--- src/rtl/window_line_ctrl_pkg.sv ---
// ---------------------------------------------------------------------------
// window_line_ctrl_pkg
// Shared definitions for the 3x3 window line-buffer control path:
//   - sequencing state encoding (3 bits)
//   - default image geometry and counter width
//   - helper that tells whether a state is streaming pixels into the FIFOs
// ---------------------------------------------------------------------------
package window_line_ctrl_pkg;

  typedef enum logic [2:0] {
    ST_IDLE  = 3'd0,
    ST_FILL1 = 3'd1,
    ST_FILL2 = 3'd2,
    ST_RUN   = 3'd3,
    ST_ERR   = 3'd4
  } line_state_e;

  localparam int unsigned DEF_IMAGE_WIDTH = 258;
  localparam int unsigned DEF_CNT_WIDTH   = 16;

  // States in which incoming pixels are written to the line FIFOs.
  function automatic logic is_active(input line_state_e s);
    return (s == ST_FILL1) || (s == ST_FILL2) || (s == ST_RUN);
  endfunction

endpackage

--- src/rtl/sync_edge_det.sv ---
// ---------------------------------------------------------------------------
// sync_edge_det
// Registers the video syncs and derives the per-cycle sync events used by
// the pipeline stages.
//   i_clk, i_rst_n : clock, asynchronous active-low reset
//   i_h_sync       : line active (high during pixels)
//   i_v_sync       : frame active (high during frame)
//   o_act_d        : (h & v) delayed one cycle
//   o_line_end     : last pixel of a line was the previous cycle, frame still on
//   o_vs_rise      : frame start
//   o_vs_fall      : frame end
// ---------------------------------------------------------------------------
module sync_edge_det (
  input  logic i_clk,
  input  logic i_rst_n,
  input  logic i_h_sync,
  input  logic i_v_sync,
  output logic o_act_d,
  output logic o_line_end,
  output logic o_vs_rise,
  output logic o_vs_fall
);

  logic act;
  logic v_d;

  assign act = i_h_sync & i_v_sync;

  // v_d comes out of reset high so that a frame already in progress at
  // release does not look like a frame start; only a genuine low-to-high
  // transition of i_v_sync afterwards produces o_vs_rise.
  always_ff @(posedge i_clk or negedge i_rst_n) begin
    if (!i_rst_n) begin
      o_act_d <= 1'b0;
      v_d     <= 1'b1;
    end else begin
      o_act_d <= act;
      v_d     <= i_v_sync;
    end
  end

  assign o_line_end = o_act_d & ~act & i_v_sync;
  assign o_vs_rise  = i_v_sync & ~v_d;
  assign o_vs_fall  = ~i_v_sync & v_d;

endmodule

--- src/rtl/window_line_ctrl.sv ---
// ---------------------------------------------------------------------------
// window_line_ctrl
// Sequencing controller for the 3x3 line-buffer window datapath (two
// cascaded line FIFOs + three 3-tap shift rows). Tracks frame/line/column
// position from the syncs, drives the FIFO enables through the fill-1,
// fill-2 and run phases, qualifies the output window and flags malformed
// lines.
//
//   state | meaning
//   ------+-----------------------------------------------------------
//   IDLE  | no tracked frame; wait for frame start
//   FILL1 | first line of the frame is written into FIFO1
//   FILL2 | second line: FIFO1 pops into FIFO2 while refilling
//   RUN   | all three rows live; windows are produced
//   ERR   | a line had the wrong length; frame ignored until it ends
//
// Ports:
//   i_clk, i_rst_n     : clock, asynchronous active-low reset
//   i_h_sync, i_v_sync : line / frame active
//   o_fifo_clr         : one-cycle clear to both line FIFOs at frame start
//   o_wr_en1           : write pixel into FIFO1
//   o_rd_en1           : pop FIFO1 (also FIFO2 write enable)
//   o_rd_en2           : pop FIFO2
//   o_win_valid        : 3x3 window at the datapath output is valid
//   o_win_hs, o_win_vs : output line / frame active
//   o_col_cnt          : index of the pixel currently driving the enables
//   o_row_cnt          : completed lines in the current frame
//   o_frame_done       : pulse after the end of a frame that reached RUN
//   o_len_err          : pulse when a line length differs from the image width
// ---------------------------------------------------------------------------
module window_line_ctrl
  import window_line_ctrl_pkg::*;
#(
  parameter int unsigned P_IMAGE_WIDTH = DEF_IMAGE_WIDTH,
  parameter int unsigned P_CNT_WIDTH   = DEF_CNT_WIDTH
) (
  input  logic                   i_clk,
  input  logic                   i_rst_n,
  input  logic                   i_h_sync,
  input  logic                   i_v_sync,
  output logic                   o_fifo_clr,
  output logic                   o_wr_en1,
  output logic                   o_rd_en1,
  output logic                   o_rd_en2,
  output logic                   o_win_valid,
  output logic                   o_win_hs,
  output logic                   o_win_vs,
  output logic [P_CNT_WIDTH-1:0] o_col_cnt,
  output logic [P_CNT_WIDTH-1:0] o_row_cnt,
  output logic                   o_frame_done,
  output logic                   o_len_err
);

  if ((P_IMAGE_WIDTH < 3) || ((P_IMAGE_WIDTH >> P_CNT_WIDTH) != 0)) begin : g_bad_width
    $error("window_line_ctrl: P_IMAGE_WIDTH must be >= 3 and fit in P_CNT_WIDTH bits");
  end

  localparam logic [P_CNT_WIDTH-1:0] LP_W   = P_CNT_WIDTH'(P_IMAGE_WIDTH);
  localparam logic [P_CNT_WIDTH-1:0] LP_ONE = P_CNT_WIDTH'(1);
  localparam logic [P_CNT_WIDTH-1:0] LP_TWO = P_CNT_WIDTH'(2);

  logic act;
  logic act_d;
  logic line_end;
  logic vs_rise;
  logic vs_fall;

  sync_edge_det u_sync (
    .i_clk      (i_clk),
    .i_rst_n    (i_rst_n),
    .i_h_sync   (i_h_sync),
    .i_v_sync   (i_v_sync),
    .o_act_d    (act_d),
    .o_line_end (line_end),
    .o_vs_rise  (vs_rise),
    .o_vs_fall  (vs_fall)
  );

  assign act = i_h_sync & i_v_sync;

  line_state_e            state;
  line_state_e            state_nxt;
  logic                   len_err_nxt;
  logic                   row_inc;
  logic                   len_ok;
  logic                   ovr;
  logic                   px_ok;
  // Pixels seen so far in the current line (saturates at the image width).
  logic [P_CNT_WIDTH-1:0] pix_cnt;

  assign len_ok = (pix_cnt == LP_W);
  // A pixel beyond the image width can only continue an unbroken run,
  // since any gap ends the line and clears pix_cnt.
  assign ovr    = act & act_d & len_ok;
  assign px_ok  = act & ~ovr & is_active(state);

  always_comb begin
    state_nxt   = state;
    len_err_nxt = 1'b0;
    row_inc     = 1'b0;
    if (vs_fall) begin
      state_nxt = ST_IDLE;
    end else begin
      case (state)
        ST_IDLE: begin
          if (vs_rise) state_nxt = ST_FILL1;
        end
        ST_FILL1, ST_FILL2, ST_RUN: begin
          if (line_end) begin
            if (len_ok) begin
              row_inc   = 1'b1;
              state_nxt = (state == ST_FILL1) ? ST_FILL2 : ST_RUN;
            end else begin
              state_nxt   = ST_ERR;
              len_err_nxt = 1'b1;
            end
          end else if (ovr) begin
            state_nxt   = ST_ERR;
            len_err_nxt = 1'b1;
          end
        end
        ST_ERR: begin
          state_nxt = ST_ERR;
        end
        default: begin
          state_nxt = ST_IDLE;
        end
      endcase
    end
  end

  always_ff @(posedge i_clk or negedge i_rst_n) begin
    if (!i_rst_n) begin
      state <= ST_IDLE;
    end else begin
      state <= state_nxt;
    end
  end

  always_ff @(posedge i_clk or negedge i_rst_n) begin
    if (!i_rst_n) begin
      o_fifo_clr   <= 1'b0;
      o_wr_en1     <= 1'b0;
      o_rd_en1     <= 1'b0;
      o_rd_en2     <= 1'b0;
      o_win_valid  <= 1'b0;
      o_win_vs     <= 1'b0;
      o_frame_done <= 1'b0;
      o_len_err    <= 1'b0;
    end else begin
      o_fifo_clr   <= vs_rise & (state == ST_IDLE);
      o_wr_en1     <= px_ok;
      o_rd_en1     <= px_ok & ((state == ST_FILL2) || (state == ST_RUN));
      o_rd_en2     <= px_ok & (state == ST_RUN);
      // The window for column c is complete one cycle after the pixel at
      // column c has been pushed through the FIFOs.
      o_win_valid  <= o_rd_en2 & (o_col_cnt >= LP_TWO);
      // Only frames that are being tracked propagate to the output syncs.
      o_win_vs     <= i_v_sync & ((state != ST_IDLE) | vs_rise);
      o_frame_done <= vs_fall & (state == ST_RUN);
      o_len_err    <= len_err_nxt;
    end
  end

  assign o_win_hs = o_win_valid;

  always_ff @(posedge i_clk or negedge i_rst_n) begin
    if (!i_rst_n) begin
      pix_cnt   <= '0;
      o_col_cnt <= '0;
      o_row_cnt <= '0;
    end else if (vs_rise) begin
      pix_cnt   <= '0;
      o_col_cnt <= '0;
      o_row_cnt <= '0;
    end else if (state != ST_IDLE) begin
      if (line_end) begin
        pix_cnt   <= '0;
        o_col_cnt <= '0;
      end else if (act) begin
        o_col_cnt <= pix_cnt;
        if (!len_ok) pix_cnt <= pix_cnt + LP_ONE;
      end
      if (row_inc && !(&o_row_cnt)) o_row_cnt <= o_row_cnt + LP_ONE;
    end
  end

endmodule

--- config.mk ---
export PLATFORM = sky130hd
export DESIGN_NAME = window_line_ctrl
export DESIGN_NICKNAME = d
export VERILOG_FILES = /design/src/rtl/window_line_ctrl_pkg.sv /design/src/rtl/sync_edge_det.sv /design/src/rtl/window_line_ctrl.sv
export SDC_FILE = /design/constraint.sdc
export NUM_CORES = 1
export LEC_CHECK = 0
export ABC_CLOCK_PERIOD_IN_PS = 4800
export CORE_MARGIN = 2
export CORE_UTILIZATION = 58
export CTS_BUF_LIST = sky130_fd_sc_hd__clkbuf_8 sky130_fd_sc_hd__clkbuf_16
export DETAILED_ROUTE_END_ITERATION = 16
export PLACE_DENSITY = 0.83
export SYNTH_ARGS = -nofsm -noshare
export SYNTH_HDL_FRONTEND = slang
export SYNTH_SLANG_ARGS = --single-unit
export TNS_END_PERCENT = 100
--- constraint.sdc ---
create_clock -name i_clk -period 4.8 [get_ports i_clk]
set_input_delay 0.72 -clock i_clk [delete_from_list [all_inputs] [get_ports i_clk]]
set_output_delay 0.72 -clock i_clk [all_outputs]
set_load 0.1 [all_outputs]
==> results of run 1 <==
-- layout by cell type (no fill, tap or decap), types with 8 or more instances in the layout --
cell type        instances
nor2_1                  25
o21ai_0                 13
clkdlybuf4s50_1         43
clkbuf_8                 9
a21oi_1                 10
xnor2_1                  9
dfrtp_1                 60
nand3_1                 29
xor2_1                   8
nand2_1                 48
nor4_1                   8
-- cell families (layout without fill, tap and decap cells) --
family,Yosys count,in the layout,share of synthesized area
flops,61,61,0.505
mux,2,2,0.00662
buf+inv,24,70,0.0414
compound gates,40,40,0.0856
simple gates,165,165,0.300
fa+ha+maj,3,3,0.0124
xor+xnor,17,17,0.0492
-- where the power goes --
part	internal, uW	switching, uW
Combinational	52.3	160
Clock	187	210
Sequential	541	35.0
Total	780	405
-- routing by layer --
layer  part of all wire  wire [um]  GRT usage  vias up
met5                  0          0          0        -
met4              0.018        116      0.129        0
met3              0.052        336     0.0379       11
met2               0.49       3170      0.388       82
met1               0.44       2900      0.324     1209
li1                   -          -          -     1199
-- registers in the layout, indices dropped and copies added (netlist names) --
| register | count |
|---|---|
| pix_cnt | 16 |
| o_rd_en1 | 1 |
| o_col_cnt | 16 |
| o_win_vs | 1 |
| o_fifo_clr | 1 |
| u_sync.o_act_d | 1 |
| o_wr_en1 | 1 |
| o_row_cnt | 16 |
| state | 3 |
| o_len_err | 1 |
| o_win_hs | 1 |
| u_sync.v_d | 1 |
| o_rd_en2 | 1 |
| o_frame_done | 1 |
-- path summary, 6_finish.rpt --
check | start | end | slack (ns)
max | i_h_sync | pix_cnt[14] | 1.91
min | o_col_cnt[0] | o_col_cnt[0] | 0.48
max reg2reg | pix_cnt[1] | pix_cnt[14] | 2.38
min reg2reg | o_col_cnt[0] | o_col_cnt[0] | 0.48
max in group asynchronous | i_rst_n | o_row_cnt[13] | 3.78
min in group asynchronous | i_rst_n | o_col_cnt[14] | 0.52
-- worst max-delay path: stages --
cell	delay (ns)
clkdlybuf4s50_1	0.66
or3b_2	0.20
nor4bb_1	1.02
nand3_1	0.21
xor2_1	0.21
nor2_1	0.06
-- synth_stat cells (3+ instances only) --
| cell | instances |
|---|---|
| o21ai_0 | 13 |
| buf_2 | 3 |
| xor2_1 | 8 |
| ha_1 | 3 |
| and4_1 | 6 |
| nand4_2 | 3 |
| nand3_1 | 29 |
| nor2_1 | 25 |
| nand2_1 | 48 |
| a21oi_1 | 10 |
| and2_1 | 3 |
| buf_6 | 3 |
| or4_1 | 5 |
| and3_1 | 4 |
| inv_1 | 7 |
| clkbuf_1 | 7 |
| o31ai_1 | 4 |
| or3_1 | 5 |
| nand4_1 | 7 |
| xnor2_1 | 9 |
| nor4_1 | 8 |
| nor3_1 | 6 |
| dfrtp_1 | 60 |
-- metrics by stage --
stage	power [uW]	cells
floorplan	736	312
global placement	792	412
detailed placement	798	412
CTS	1190	428
global route	1230	428
finish	1180	428
-- cell type report --
type                       instances  area [um^2]
fill                             376         1430
tap                               70         87.6
clock buffer                       9          124
multi-input combinational        227         1370
inverter                           7         26.3
clock inverter                     7         52.6
sequential                        61         1530
timing repair buffer              47          458
==> tab_implementation.tex, run 1 <==
\begin{tabular}{lr}
\hline
Metric & Value \\
\hline
\multicolumn{2}{l}{\textbf{Clocking}} \\
\quad Sinks on the clock net & approximately 60 \\
\quad Clock root cell & clkbuf\_8 \\
\quad Insertion delay of the later-clocked pin in the worst-skew pair & between 0.3 and 0.4 ns \\
\quad Post-CTS setup buffers & 0 \\
\quad CTS Buf Count & 9 \\
\quad Hold-fix buffer count after cts & 0 \\
\quad Clock edge transition at the registers on the reported setup and hold paths & 0.08 ns \\
\quad Clk buf depth & 2 \\
\quad \# resized after CTS & 0 \\
\quad Clock tree from TritonCTS & done \\
\quad Depth of the CTS H-tree & 3 \\
\multicolumn{2}{l}{\textbf{Logic synthesis}} \\
\quad Biggest area consumer among synthesized cells & dfrtp\_1 \\
\quad Sequential share of the synthesized area & 0.505 \\
\quad Async SR Flop Fraction & 1.00 \\
\quad Nets in the synthesized netlist & roughly 320 \\
\quad Count of flip-flops with a built-in enable after synthesis & 0 \\
\quad Distinct cells, synth & 52 \\
\quad Post-synthesis instance area & $\sim$3000 um\^{}2 \\
\quad Warnings, synthesis & 0 \\
\quad Syn\_area\_per\_cell & 9.70 um\^{}2 \\
\quad Flip-flop and latch count after synthesis & 61 \\
\quad Share of the synthesized area in the top cell type & 0.496 \\
\quad Mapped Cells & 312 \\
\quad Main synth FF type & dfrtp\_1 \\
\quad Synth top area cells & dfrtp\_1 50\%, nand2\_1 6.0\%, nand3\_1 4.8\%, nor2\_1 3.1\%, xnor2\_1 2.6\% \\
\multicolumn{2}{l}{\textbf{Floorplan}} \\
\quad Site row count & 26 \\
\quad Die height & roughly 76 um \\
\quad Area of the die & between 5000 and 6000 um\^{}2 \\
\quad Floorplan die width & approximately 76 um \\
\quad Number of I/O pins & 45 \\
\quad Core Box Area & 5070 um\^{}2 \\
\quad Initial core utilization & 0.596 \\
\multicolumn{2}{l}{\textbf{Routing}} \\
\quad Number of violations reported at the end of detailed-routing iteration 0 & 257 \\
\quad Mean number of vias per cell & 5.84 \\
\quad Final ANT Viol Nets & 0 \\
\quad Per-cell routed wire length & about 15 um \\
\quad TritonRoute pass-1 iters & 4 \\
\quad Total via count after detailed routing & around 2500 \\
\quad DRC & 0 \\
\quad Post-Route WL & about 6500 um \\
\multicolumn{2}{l}{\textbf{Final layout}} \\
\quad Total Nets Final & between 300 and 400 \\
\quad Area delta synth->final & 20.6\% \\
\quad Fraction of final layout cells with drive strength greater than 1 & 0.0922 \\
\quad Ant diodes & 0 \\
\quad Fin area & approximately 3600 um\^{}2 \\
\quad Final standard cell utilization of the core & 0.719 \\
\multicolumn{2}{l}{\textbf{STA}} \\
\quad TNS Setup & 0 ns \\
\quad Unrepaired setup endpoints after global routing & no \\
\quad Final critical delay including setup and external delays & 2.89 ns \\
\quad Final count of pins violating max slew & 0 \\
\quad Worst max-slew margin expressed relative to the limit & 0.175 \\
\quad Fraction of the cycle the final worst path needs & 0.603 \\
\quad Worst path setup slack after routing & roughly 1.9 ns \\
\quad Finish-stage setup viols & 0 \\
\quad Actual transition at the worst max-transition pin & $\sim$1.2 ns \\
\quad WHS & about 0.48 ns \\
\quad Highest attainable clock frequency & $\sim$350 MHz \\
\quad Number of hold violations in the final report & 0 \\
\quad Final clock skew & $\sim$0.0081 ns \\
\multicolumn{2}{l}{\textbf{Pwr}} \\
\quad Maximum resistive drop on vdd & 0.179 mV \\
\quad Static leakage & around 0.0016 uW \\
\quad PD cells & $\sim$320 nW/um\^{}2 \\
\multicolumn{2}{l}{\textbf{Critical path}} \\
\quad Kind of launch point of the worst setup path & primary input \\
\quad Category of the most critical setup path & primary input to register \\
\quad Critical path data required time & $\sim$5 ns \\
\quad Number of cells on the worst reg-to-reg path & 6 \\
\quad Maximum fanout along the worst path & 8 \\
\quad Arrival time worst endpoint & 3.09 ns \\
\quad Critical Path Sink Type & register \\
\multicolumn{2}{l}{\textbf{Global route}} \\
\quad Maximum number of pins on one net before global-route repair & a little over 60 \\
\quad Number of antenna violations at the first check in global routing & 0 \\
\quad Global-route wire length before repair & 11200 um \\
\quad Vias in the first global route & about 2400 \\
\quad GRT overflow & 0 \\
\quad Overall routing resource usage & 0.243 \\
\multicolumn{2}{l}{\textbf{Place}} \\
\quad Dpl ws & between 1.5 and 2 ns \\
\quad I/O Buffers & 44 \\
\quad Post-DP HPWL & between 4000 and 5000 um \\
\quad Placed instance area & approximately 3500 um\^{}2 \\
\quad Last weighted congestion value of the routability-driven placer & around 0.86 \\
\multicolumn{2}{l}{\textbf{Worst hold path}} \\
\quad Min-Delay Path Depth & 2 \\
\quad Hold crit path type & register to register \\
\multicolumn{2}{l}{\textbf{Job}} \\
\quad Max-cap violations & 0 \\
\multicolumn{2}{l}{\textbf{Status}} \\
\quad Outcome & complete, no violations \\
\hline
\end{tabular}
Power figures use the tool's default switching activity.
==> inputs of run 2 (changes only) <==
Settings changed: ABC_CLOCK_PERIOD_IN_PS 4800 to 2500, CORE_UTILIZATION 58 to 49, PLACE_DENSITY 0.83 to 0.74.
Clock period 4.8 ns to 2.5 ns, I/O delays scaled along.
==> run 2 against run 1 <==
Power is 110% higher; sequential share of layout area fell by 0.76 points; critical endpoint is now o_row_cnt[11]; critical path type is now register to register; critical path depth is 1 higher; worst setup slack lost 1.6 ns; final cell count increased by 4.2%; hold slack got worse by 0.44 ns; via count is 1.6% higher; combinational power increased by 130%; clock skew down 0.0017 ns; sequential power increased by 88%; core utilization fell by 9.5 points.
==> tab_implementation.tex, run 2 (synthesis gave the netlist of run 1 again) <==
\begin{tabular}{lr}
\hline
Metric & Value \\
\hline
\multicolumn{2}{l}{\textbf{Status}} \\
\quad Outcome & complete, no violations \\
\multicolumn{2}{l}{\textbf{Global route}} \\
\quad Number of antenna violations at the first check in global routing & 0 \\
\quad GRT overflow & 0 \\
\quad Overall routing resource usage & 0.218 \\
\quad Vias in the first global route & roughly 2300 \\
\quad Maximum number of pins on one net before global-route repair & 62 \\
\quad Global-route wire length before repair & 11000 um \\
\multicolumn{2}{l}{\textbf{Final layout}} \\
\quad Total Nets Final & around 370 \\
\quad Number of inserted filler cells in the final layout & 503 \\
\quad Fin area & approximately 3700 um\^{}2 \\
\quad Fraction of final layout cells with drive strength greater than 1 & 0.237 \\
\quad Largest regs & o\_col\_cnt: 16 flops, o\_row\_cnt: 16 flops, pix\_cnt: 16 flops \\
\quad Seq. cell area & around 1500 um\^{}2 \\
\quad Top library cells by usage in the layout, fill and taps aside & 60 x dfrtp\_1, 56 x buf\_4, 48 x nand2\_1 \\
\quad Area used by multi-input combinational logic & about 1400 um\^{}2 \\
\quad Ant diodes & 0 \\
\quad Area delta synth->final & 22.8\% \\
\quad Most common cell after layout, fill and taps aside & dfrtp\_1 \\
\multicolumn{2}{l}{\textbf{Critical path}} \\
\quad Critical Path Sink Type & register \\
\quad Critical Path Slowest Stage Cell & or4\_1 \\
\quad Kind of launch point of the worst setup path & register \\
\quad Longest individual stage delay on the worst path & 0.50 ns \\
\quad Arrival time worst endpoint & between 2 and 2.5 ns \\
\quad Gate family responsible for the most delay along the worst path & simple AND/OR/NAND/NOR gates \\
\quad Critical path data required time & 2.77 ns \\
\quad List of cells traversed by the critical path & inv\_1, ha\_1, and4bb\_1, and4\_1, nand4\_2, or4\_1, a21oi\_1 \\
\quad Buf+Inv Stages, Crit Path & 1 \\
\quad Maximum fanout along the worst path & 6 \\
\quad Category of the most critical setup path & register to register \\
\multicolumn{2}{l}{\textbf{Floorplan}} \\
\quad Floorplan die width & 82.6 um \\
\quad Site row count & 28 \\
\quad Area of the die & $\sim$6800 um\^{}2 \\
\quad Die height & roughly 83 um \\
\quad Number of I/O pins & 45 \\
\quad Initial core utilization & 0.508 \\
\quad Core Box Area & between 5000 and 6000 um\^{}2 \\
\multicolumn{2}{l}{\textbf{STA}} \\
\quad Fraction of the cycle the final worst path needs & 0.890 \\
\quad Highest attainable clock frequency & 450 MHz \\
\quad Number of hold violations in the final report & 0 \\
\quad Final critical delay including setup and external delays & $\sim$2.2 ns \\
\quad Worst max-slew margin expressed relative to the limit & 0.541 \\
\quad Actual transition at the worst max-transition pin & just under 0.7 ns \\
\quad Final clock skew & 0.00646 ns \\
\quad TNS Setup & 0 ns \\
\quad Unrepaired setup endpoints after global routing & no \\
\quad Final count of pins violating max slew & 0 \\
\quad Finish-stage setup viols & 0 \\
\multicolumn{2}{l}{\textbf{Pwr}} \\
\quad Part of the power in combinational logic & 0.189 \\
\quad Static leakage & 0.00176 uW \\
\quad Power, Total & 2540 uW \\
\quad Switching share of power & 0.307 \\
\quad Net switching power & 779 uW \\
\quad Clock Power Share & 0.386 \\
\quad Internal & about 1800 uW \\
\quad Maximum resistive drop on vdd & between 0.5 and 0.6 mV \\
\quad Share of power burned in registers & 0.425 \\
\quad PD cells & 683 nW/um\^{}2 \\
\multicolumn{2}{l}{\textbf{Routing}} \\
\quad Post-Route WL & around 6700 um \\
\quad Number of violations reported at the end of detailed-routing iteration 0 & between 150 and 200 \\
\quad DRC & 0 \\
\quad Total via count after detailed routing & about 2500 \\
\quad Final ANT Viol Nets & 0 \\
\quad TritonRoute pass-1 iters & 4 \\
\quad Mean number of vias per cell & between 5 and 6 \\
\quad Per-cell routed wire length & roughly 15 um \\
\multicolumn{2}{l}{\textbf{Clocking}} \\
\quad Depth of the CTS H-tree & 3 \\
\quad Clk buf depth & 2 \\
\quad Clock tree from TritonCTS & done \\
\quad Sinks on the clock net & 61 \\
\quad Insertion delay of the later-clocked pin in the worst-skew pair & approximately 0.34 ns \\
\quad Clock edge transition at the registers on the reported setup and hold paths & 0.07 ns \\
\quad CTS Buf Count & 9 \\
\quad Hold-fix buffer count after cts & 0 \\
\quad Clock root cell & clkbuf\_8 \\
\multicolumn{2}{l}{\textbf{Place}} \\
\quad I/O Buffers & 44 \\
\quad Placed instance area & roughly 3500 um\^{}2 \\
\quad Post-DP HPWL & 4730 um \\
\quad Last weighted congestion value of the routability-driven placer & approximately 0.85 \\
\multicolumn{2}{l}{\textbf{Job}} \\
\quad Max-cap violations & 0 \\
\multicolumn{2}{l}{\textbf{Worst hold path}} \\
\quad Hold crit path type & primary input to async pin \\
\hline
\end{tabular}
-- run 2: cell types whose count changed in the layout (fill, tap and decap cells not counted) --
cell             previous run  this run
buf_12                      0         1
clkdlybuf4s50_1            43         2
clkinv_2                    1         2
nor4bb_1                    1         0
buf_4                       3        56
nor4bb_2                    0         1
bufinv_16                   0         2
clkinv_4                    2         1
clkinvlp_4                  4         1
clkbuf_8                    9        10
-- run 2: cell type report --
type | count | area share
Clock buffer | 10 | 0.0370
Clock inverter | 6 | 0.0232
Inverter | 7 | 0.00707
Multi-Input combinational cell | 227 | 0.371
Sequential cell | 61 | 0.411
Tap cell | 75 | 0.0253
Timing Repair Buffer | 60 | 0.125
-- run 2: power groups by stage --
stage                     Combinational, uW  Clock, uW  Sequential [uW]
after global placement                  476          0             1090
after floorplan                         141          0             1270
final                                   480        980             1080
after global routing                    518       1040             1080
after detailed placement                482          0             1100
after CTS                               483        996             1080
-- run 2: metal layers --
metal | track usage | up-vias | part of all wire
li1 | - | 1235 | -
met1 | 0.310 | 1227 | 0.48
met2 | 0.310 | 62 | 0.44
met3 | 0.0630 | 17 | 0.051
met4 | 0.0918 | 0 | 0.024
met5 | 0 | - | 0
-- run 2: worst paths after layout --
check | startpoint | to | slack, ns | cells after the start
max | pix_cnt[0] | o_row_cnt[11] | 0.28 | 7
min | i_rst_n | o_row_cnt[14] | 0.03 | 2
max reg2reg | pix_cnt[0] | o_row_cnt[11] | 0.28 | 7
min reg2reg | o_col_cnt[8] | o_col_cnt[8] | 0.50 | 2
max in group asynchronous | i_rst_n | u_sync.v_d | 2.16 | 2
min in group i_clk | o_col_cnt[8] | o_col_cnt[8] | 0.50 | 2
-- run 2: stage by stage --
stage / hold WS (ns) / cells / setup slack, ns / util
floorplan: 0.0794 / 312 / 0.0981 / -
global placement: 0.409 / 430 / 0.0473 / 0.585
detailed placement: 0.411 / 430 / 0.00638 / 0.585
CTS: 0.0405 / 446 / 0.242 / 0.623
global route: 0.0531 / 446 / 0.171 / 0.624
finish: 0.0337 / 446 / 0.276 / 0.624
-- run 2: timing repair --
item                       CTS  global route
setup buffers                0             0
setup endpoints to repair    0             1
gates resized for setup      0             1
-- run 2: worst register-to-register path, stage by stage, from the launching register on --
cell	delay, ns
dfrtp_1	0.41
inv_1	0.12
ha_1	0.17
and4bb_1	0.24
and4_1	0.40
nand4_2	0.18
or4_1	0.50
a21oi_1	0.15
